$ cat src/rtl/wdg_multi_pkg.sv
// Shared types and constants for the multi-channel watchdog (wdg_multi).
package wdg_multi_pkg;

  typedef enum logic [1:0] {
    IDLE  = 2'd0,
    ARMED = 2'd1,
    PULSE = 2'd2
  } ch_state_t;

  localparam int DEF_TMO      = 16;
  localparam int DEF_PLS      = 3;
  localparam int TICK_DIV_SIM = 10;
  localparam int TICK_DIV_HW  = 125_000_000;

endpackage

$ cat src/rtl/wdg_multi_ch.sv
// One watchdog channel: IDLE/ARMED/PULSE FSM, timeout and pulse timers, saturating expiry counter.
// The optional kick window is enabled by defining WDG_WINDOW_EN.
module wdg_multi_ch #(
  parameter int TMO_W = 12,
  parameter int PLS_W = 8,
  parameter int CNT_W = 4
) (
  input  logic             clk,
  input  logic             rst,
  input  logic             en,
  input  logic             kick,
  input  logic             now,
  input  logic             tick,
  input  logic             cnt_clr,
  input  logic [TMO_W-1:0] tmo_val,
  input  logic [PLS_W-1:0] pls_wdth,
`ifdef WDG_WINDOW_EN
  input  logic [TMO_W-1:0] win_val,
  output logic             early_kick,
`endif
  output logic             timeout_n,
  output logic [CNT_W-1:0] expire_cnt
);
  import wdg_multi_pkg::*;

  ch_state_t        state, state_nxt;
  logic [TMO_W-1:0] timer, timer_nxt, tmo_load;
  logic [PLS_W-1:0] pls_timer, pls_timer_nxt, pls_load;
  logic [CNT_W-1:0] cnt_nxt;
  logic             timeout_n_nxt;
  logic             expire;
  logic             early;

  // A zero setting still gives a one-tick timeout or pulse.
  assign tmo_load = (tmo_val == '0)  ? TMO_W'(1'b1) : tmo_val;
  assign pls_load = (pls_wdth == '0) ? PLS_W'(1'b1) : pls_wdth;

`ifdef WDG_WINDOW_EN
  assign early = kick && (win_val < tmo_val) && (timer > win_val);
`else
  assign early = 1'b0;
`endif

  // Next-state, timer and output decode for the channel FSM.
  always_comb begin
    state_nxt     = state;
    timer_nxt     = timer;
    pls_timer_nxt = pls_timer;
    timeout_n_nxt = timeout_n;
    expire        = 1'b0;
    case (state)
      IDLE: begin
        timeout_n_nxt = 1'b1;
        if (en) begin
          state_nxt = ARMED;
          timer_nxt = tmo_load;
        end else begin
          state_nxt = IDLE;
        end
      end
      ARMED: begin
        if (!en) begin
          state_nxt = IDLE;
        end else if (now || (timer == '0) || early) begin
          state_nxt     = PULSE;
          pls_timer_nxt = pls_load;
          timeout_n_nxt = 1'b0;
          expire        = 1'b1;
        end else if (kick) begin
          timer_nxt = tmo_load;
        end else if (tick) begin
          timer_nxt = timer - TMO_W'(1'b1);
        end else begin
          timer_nxt = timer;
        end
      end
      PULSE: begin
        if (pls_timer == '0) begin
          timeout_n_nxt = 1'b1;
          if (en) begin
            state_nxt = ARMED;
            timer_nxt = tmo_load;
          end else begin
            state_nxt = IDLE;
          end
        end else if (tick) begin
          pls_timer_nxt = pls_timer - PLS_W'(1'b1);
        end else begin
          pls_timer_nxt = pls_timer;
        end
      end
      default: begin
        state_nxt     = IDLE;
        timeout_n_nxt = 1'b1;
      end
    endcase
  end

  // Expiry counter: a clear coinciding with an expiry leaves a count of one.
  always_comb begin
    cnt_nxt = expire_cnt;
    if (cnt_clr) begin
      cnt_nxt = expire ? CNT_W'(1'b1) : '0;
    end else if (expire && (expire_cnt != '1)) begin
      cnt_nxt = expire_cnt + CNT_W'(1'b1);
    end else begin
      cnt_nxt = expire_cnt;
    end
  end

  // Channel state register.
  always_ff @(posedge clk or posedge rst) begin
    if (rst) begin
      state      <= IDLE;
      timer      <= '0;
      pls_timer  <= '0;
      timeout_n  <= 1'b1;
      expire_cnt <= '0;
    end else begin
      state      <= state_nxt;
      timer      <= timer_nxt;
      pls_timer  <= pls_timer_nxt;
      timeout_n  <= timeout_n_nxt;
      expire_cnt <= cnt_nxt;
    end
  end

`ifdef WDG_WINDOW_EN
  logic early_hit;
  // Only an early kick that actually wins the ARMED priority sets the flag.
  assign early_hit = (state == ARMED) && en && !now && (timer != '0) && early;

  // Sticky early-kick flag.
  always_ff @(posedge clk or posedge rst) begin
    if (rst) begin
      early_kick <= 1'b0;
    end else begin
      early_kick <= (cnt_clr ? 1'b0 : early_kick) | early_hit;
    end
  end
`endif

endmodule

$ cat src/rtl/wdg_multi.sv
// Multi-channel watchdog top: shared tick prescaler plus NUM_CH wdg_multi_ch channels.
// Defining WDG_WINDOW_EN adds the per-channel kick window (win_val, early_kick).
module wdg_multi
  import wdg_multi_pkg::*;
#(
  parameter int NUM_CH   = 4,
  parameter int TMO_W    = 12,
  parameter int PLS_W    = 8,
  parameter int CNT_W    = 4,
  parameter int TICK_DIV = TICK_DIV_HW
) (
  input  logic                    clk,
  input  logic                    rst,
  input  logic [NUM_CH-1:0]       wdg_en,
  input  logic [NUM_CH-1:0]       wdg_kick,
  input  logic [NUM_CH-1:0]       wdg_now,
  input  logic [NUM_CH*TMO_W-1:0] tmo_val,
  input  logic [PLS_W-1:0]        pls_wdth,
  input  logic                    cnt_clr,
`ifdef WDG_WINDOW_EN
  input  logic [NUM_CH*TMO_W-1:0] win_val,
  output logic [NUM_CH-1:0]       early_kick,
`endif
  output logic [NUM_CH-1:0]       wdg_timeout_n,
  output logic                    any_timeout_n,
  output logic [NUM_CH*CNT_W-1:0] expire_cnt,
  output logic                    tick
);

  localparam int PRE_W = (TICK_DIV > 1) ? $clog2(TICK_DIV) : 1;
  localparam logic [PRE_W-1:0] PRE_MAX = PRE_W'(TICK_DIV - 1);

  logic [PRE_W-1:0] pre;

  // Prescaler: one-cycle tick every TICK_DIV clocks.
  always_ff @(posedge clk or posedge rst) begin
    if (rst) begin
      pre  <= '0;
      tick <= 1'b0;
    end else if (pre == PRE_MAX) begin
      pre  <= '0;
      tick <= 1'b1;
    end else begin
      pre  <= pre + PRE_W'(1'b1);
      tick <= 1'b0;
    end
  end

  for (genvar i = 0; i < NUM_CH; i++) begin : g_ch
    wdg_multi_ch #(
      .TMO_W(TMO_W),
      .PLS_W(PLS_W),
      .CNT_W(CNT_W)
    ) u_ch (
      .clk       (clk),
      .rst       (rst),
      .en        (wdg_en[i]),
      .kick      (wdg_kick[i]),
      .now       (wdg_now[i]),
      .tick      (tick),
      .cnt_clr   (cnt_clr),
      .tmo_val   (tmo_val[i*TMO_W +: TMO_W]),
      .pls_wdth  (pls_wdth),
`ifdef WDG_WINDOW_EN
      .win_val   (win_val[i*TMO_W +: TMO_W]),
      .early_kick(early_kick[i]),
`endif
      .timeout_n (wdg_timeout_n[i]),
      .expire_cnt(expire_cnt[i*CNT_W +: CNT_W])
    );
  end

  assign any_timeout_n = &wdg_timeout_n;

endmodule

$ cat config.mk
export PLATFORM = sky130hd
export DESIGN_NAME = wdg_multi
export DESIGN_NICKNAME = d
export VERILOG_FILES = /design/src/rtl/wdg_multi_pkg.sv /design/src/rtl/wdg_multi_ch.sv /design/src/rtl/wdg_multi.sv
export SDC_FILE = /design/constraint.sdc
export NUM_CORES = 1
export LEC_CHECK = 0
export CORE_ASPECT_RATIO = 1.4
export CORE_UTILIZATION = 55
export DETAILED_ROUTE_END_ITERATION = 16
export PLACE_DENSITY = 0.88
export SLEW_MARGIN = 10
export SYNTH_ARGS = -nofsm -noshare
export SYNTH_HDL_FRONTEND = slang
export SYNTH_SLANG_ARGS = --single-unit
$ cat constraint.sdc
create_clock -name clk -period 9.05 [get_ports clk]
set_input_delay 2.2625 -clock clk [delete_from_list [all_inputs] [get_ports clk]]
set_output_delay 2.2625 -clock clk [all_outputs]
set_load 0.01 [all_outputs]
==> impl_results.md <==
* Hold WS at 0.4896 ns
* Initial core utilization at 56.61%
* FP Rows at 52
* Die Height at 146.9 microns
* GR Overflow Total at 0
* Overall Power at 2.566 mW
* Antenna Cells at 0
* Later-pin clock latency in the skew report at 0.43 ns
* DR vias/cell at 6.348
* Area share of the largest cell type after synthesis at 40.04%
* Initial antenna violation count at 0
* Die area at 15,500 sq um
* Port-buffer cells at 92
* Maximum clock path buffer count at 2
* TNS Setup at 0 ns
* Final Setup Violations at 0
* Area growth syn-to-layout at 19.15%
* Yosys warning total at 0
* Synth top area cells: dfrtp_1 40%, o21ai_0 6.4%, nor2_1 4.6%
* Crit path kind: in -> reg
* RSZ-0062 raised after global routing: no
* # IOs at 93
* Top FF cell, synth: dfrtp_1
* Fin. max-slew vios at 0
* DRT antenna net count at 0
* Num CTS Buffers at 17
* # Post-CTS Setup Buffers at 0
* Final net count at 1,116
* First-pass GRT wire length at 35,010 microns
* Period utilization at 47.45%
* CORE AREA at 14,570 sq um
* Worst-margin pin slew at 1.011 ns
* Setup WS pre-CTS at 4.415 ns
* Layout Skew at 0.006806 ns
* Status: finished clean
* 1st-pass router iterations at 5
* Worst Setup End Kind: flop
* 1st-iter DRT viols at 570
* Die Wd at 105.5 microns
* CTS Sinks at 136
* Hold Buf Count CTS at 0
* F_max at 0.2329 GHz
* Synth unique cells at 78
* Power Density at 261.0 nW/um^2
* Number of global-route vias before repair at 7,583
* Crit path DAT at 4.58 ns
* Sequential share of the synthesized area at 41.31%
* Root Buffer: clkbuf_16
* Data required, critical path at 9.33 ns
* Cts repair resizes at 0
* Share of flip-flops with an asynchronous set or reset at 100.0%
* Post-DR wirelength/cell at 17.04 microns
* Placed Instances at 1,194
* Vias at 7,776
* Post-route DRC at 0
* Worst-path fanout max at 33
* Worst-case reg-to-reg path depth at 7
* Cells after Synth at 959
* PnR worst setup slack at 4.756 ns
* H-tree depth at 4
* HP Class: reg -> reg
* Hold Crit Depth at 1
* P_leak at 3.970 nW
* Final Hold Viols at 0
* Slew headroom at 32.63%
* Peak supply drop at 0.1395 mV
* Non-Filler Instances at 1,225
* EDFF count, synth at 0
* Largest net degree at the start of global routing at 75
* Worst-path clk slew at 0.06 ns
* Max Cap Viol at 0
* FILL cells at 1,156
* Syn Area/Cell at 8.603 sq um
* DP HPWL at 14,230 microns
* Syn_nets at 1,051
* Total GRT Usage at 27.96%
* CTS tree: built
* Post-synthesis instance area at 8250 sq um
* Yosys reg bits at 136
* Wirelength, routed at 20,880 microns
* Routability cong. at 0.8845
* Share of cells above drive strength 1 at 6.274%
* Critical path startpoint category: input port
* Cell taking the most area after synthesis: dfrtp_1
* Min Tclk post-route at 4.294 ns
==> cell type report <==
type,instances,area [sq um],area share (%)
inverter,26,102.6,1.044
timing repair buffer,95,943.4,9.597
sequential,136,3408,34.67
tap,189,236.5,2.405
multi-input combinational,748,4523,46.01
clock buffer,18,439.2,4.467
clock inverter,13,177.7,1.807
==> worst max-delay path: stages <==
cell	delay [ns]
clkdlybuf4s50_1	0.49
or3b_1	0.79
o21a_1	0.24
o211ai_2	0.34
o21bai_1	0.29
o2bb2ai_1	0.16
==> kinds of logic (layout without fill, tap and decap cells) <==
group / after synthesis / count (layout) / share of synthesized area (%)
AO/OA/AOI/OAI: 312 / 312 / 23.67
XOR/XNOR: 26 / 26 / 2.760
adder cells (fa/ha/maj): 21 / 21 / 3.185
buffers and inverters: 75 / 152 / 3.867
flip-flops: 136 / 136 / 41.31
multiplexers: 9 / 9 / 1.107
AND/OR/NAND/NOR: 380 / 380 / 24.10
==> synth_stat cells, types with 14 or more instances <==
library cell and number:
o31ai_1 15, nand3_1 29, nand2_1 64, nand2b_1 14, clkbuf_1 33, xor2_1 16, nor4_1 29, o21ai_0 106
nor3_1 43, dfrtp_1 132, a31oi_1 18, and3_1 14, nor2_1 101, inv_1 26, a21oi_1 69, ha_1 21
==> cell usage in the layout (no fill, tap or decap), drive strengths merged, types with 8 or more instances in the layout <==
| master | count |
|---|---|
| xor2 | 16 |
| o31ai | 15 |
| ha | 21 |
| nor3 | 43 |
| xnor2 | 10 |
| nor2b | 12 |
| clkdlybuf4s50 | 92 |
| or3 | 11 |
| dfrtp | 132 |
| nand4 | 10 |
| nor4 | 33 |
| o21a | 8 |
| mux2i | 8 |
| clkbuf | 18 |
| a22oi | 10 |
| inv | 27 |
| and3 | 14 |
| o22a | 10 |
| nand2 | 64 |
| o21ai | 117 |
| nand2b | 14 |
| and2 | 11 |
| a21oi | 69 |
| a31oi | 18 |
| nand3 | 29 |
| nor2 | 101 |
==> through the flow <==
| stage | area (sq um) | utilization, % |
|---|---|---|
| 2_1_floorplan | 8250 | - |
| 3_3_place_gp | 9214 | 63.22 |
| 3_5_place_dp | 9214 | 63.22 |
| 4_1_cts | 9831 | 67.45 |
| 5_1_grt | 9831 | 67.45 |
| 6_report | 9831 | 67.45 |
==> routing by layer <==
layer	track usage [%]	part of all wire (%)
met1	32.58	40
met2	50.07	52
met3	5.280	5.1
met4	11.74	2.9
met5	0	0
==> final timing paths <==
| kind | startpoint | to | slack [ns] |
|---|---|---|---|
| hold reg to reg | g_ch[0].u_ch.pls_timer[6]$_DFFE_PP0P_ | g_ch[0].u_ch.pls_timer[6]$_DFFE_PP0P_ | 0.49 |
| setup / recovery | wdg_kick[1] | g_ch[1].u_ch.timer[11]$_DFFE_PP0P_ | 4.76 |
| min in group asynchronous | rst | pre[5]$_DFF_PP0_ | 2.30 |
| max in group asynchronous | rst | pre[22]$_DFF_PP0_ | 5.42 |
| setup reg to reg | g_ch[0].u_ch.pls_timer[0]$_DFFE_PP0P_ | g_ch[0].u_ch.timer[0]$_DFFE_PP0P_ | 6.31 |
| hold / removal | g_ch[0].u_ch.pls_timer[6]$_DFFE_PP0P_ | g_ch[0].u_ch.pls_timer[6]$_DFFE_PP0P_ | 0.49 |
==> registers in the layout (all words and copies together), names as in the netlist <==
signal	cells
tick	1
g_ch.u_ch.state	8
g_ch.u_ch.timer	48
pre	27
g_ch.u_ch.expire_cnt	16
g_ch.u_ch.pls_timer	32
g_ch.u_ch.timeout_n	4
==> where the power goes <==
part	internal [mW]	switching (mW)	leakage [nW]
sequential	0.802	0.215	1.71
clock	0.465	0.273	0.302
combinational	0.331	0.481	1.96
total	1.60	0.968	3.97
No activity file was read; power rests on OpenSTA's default activity.
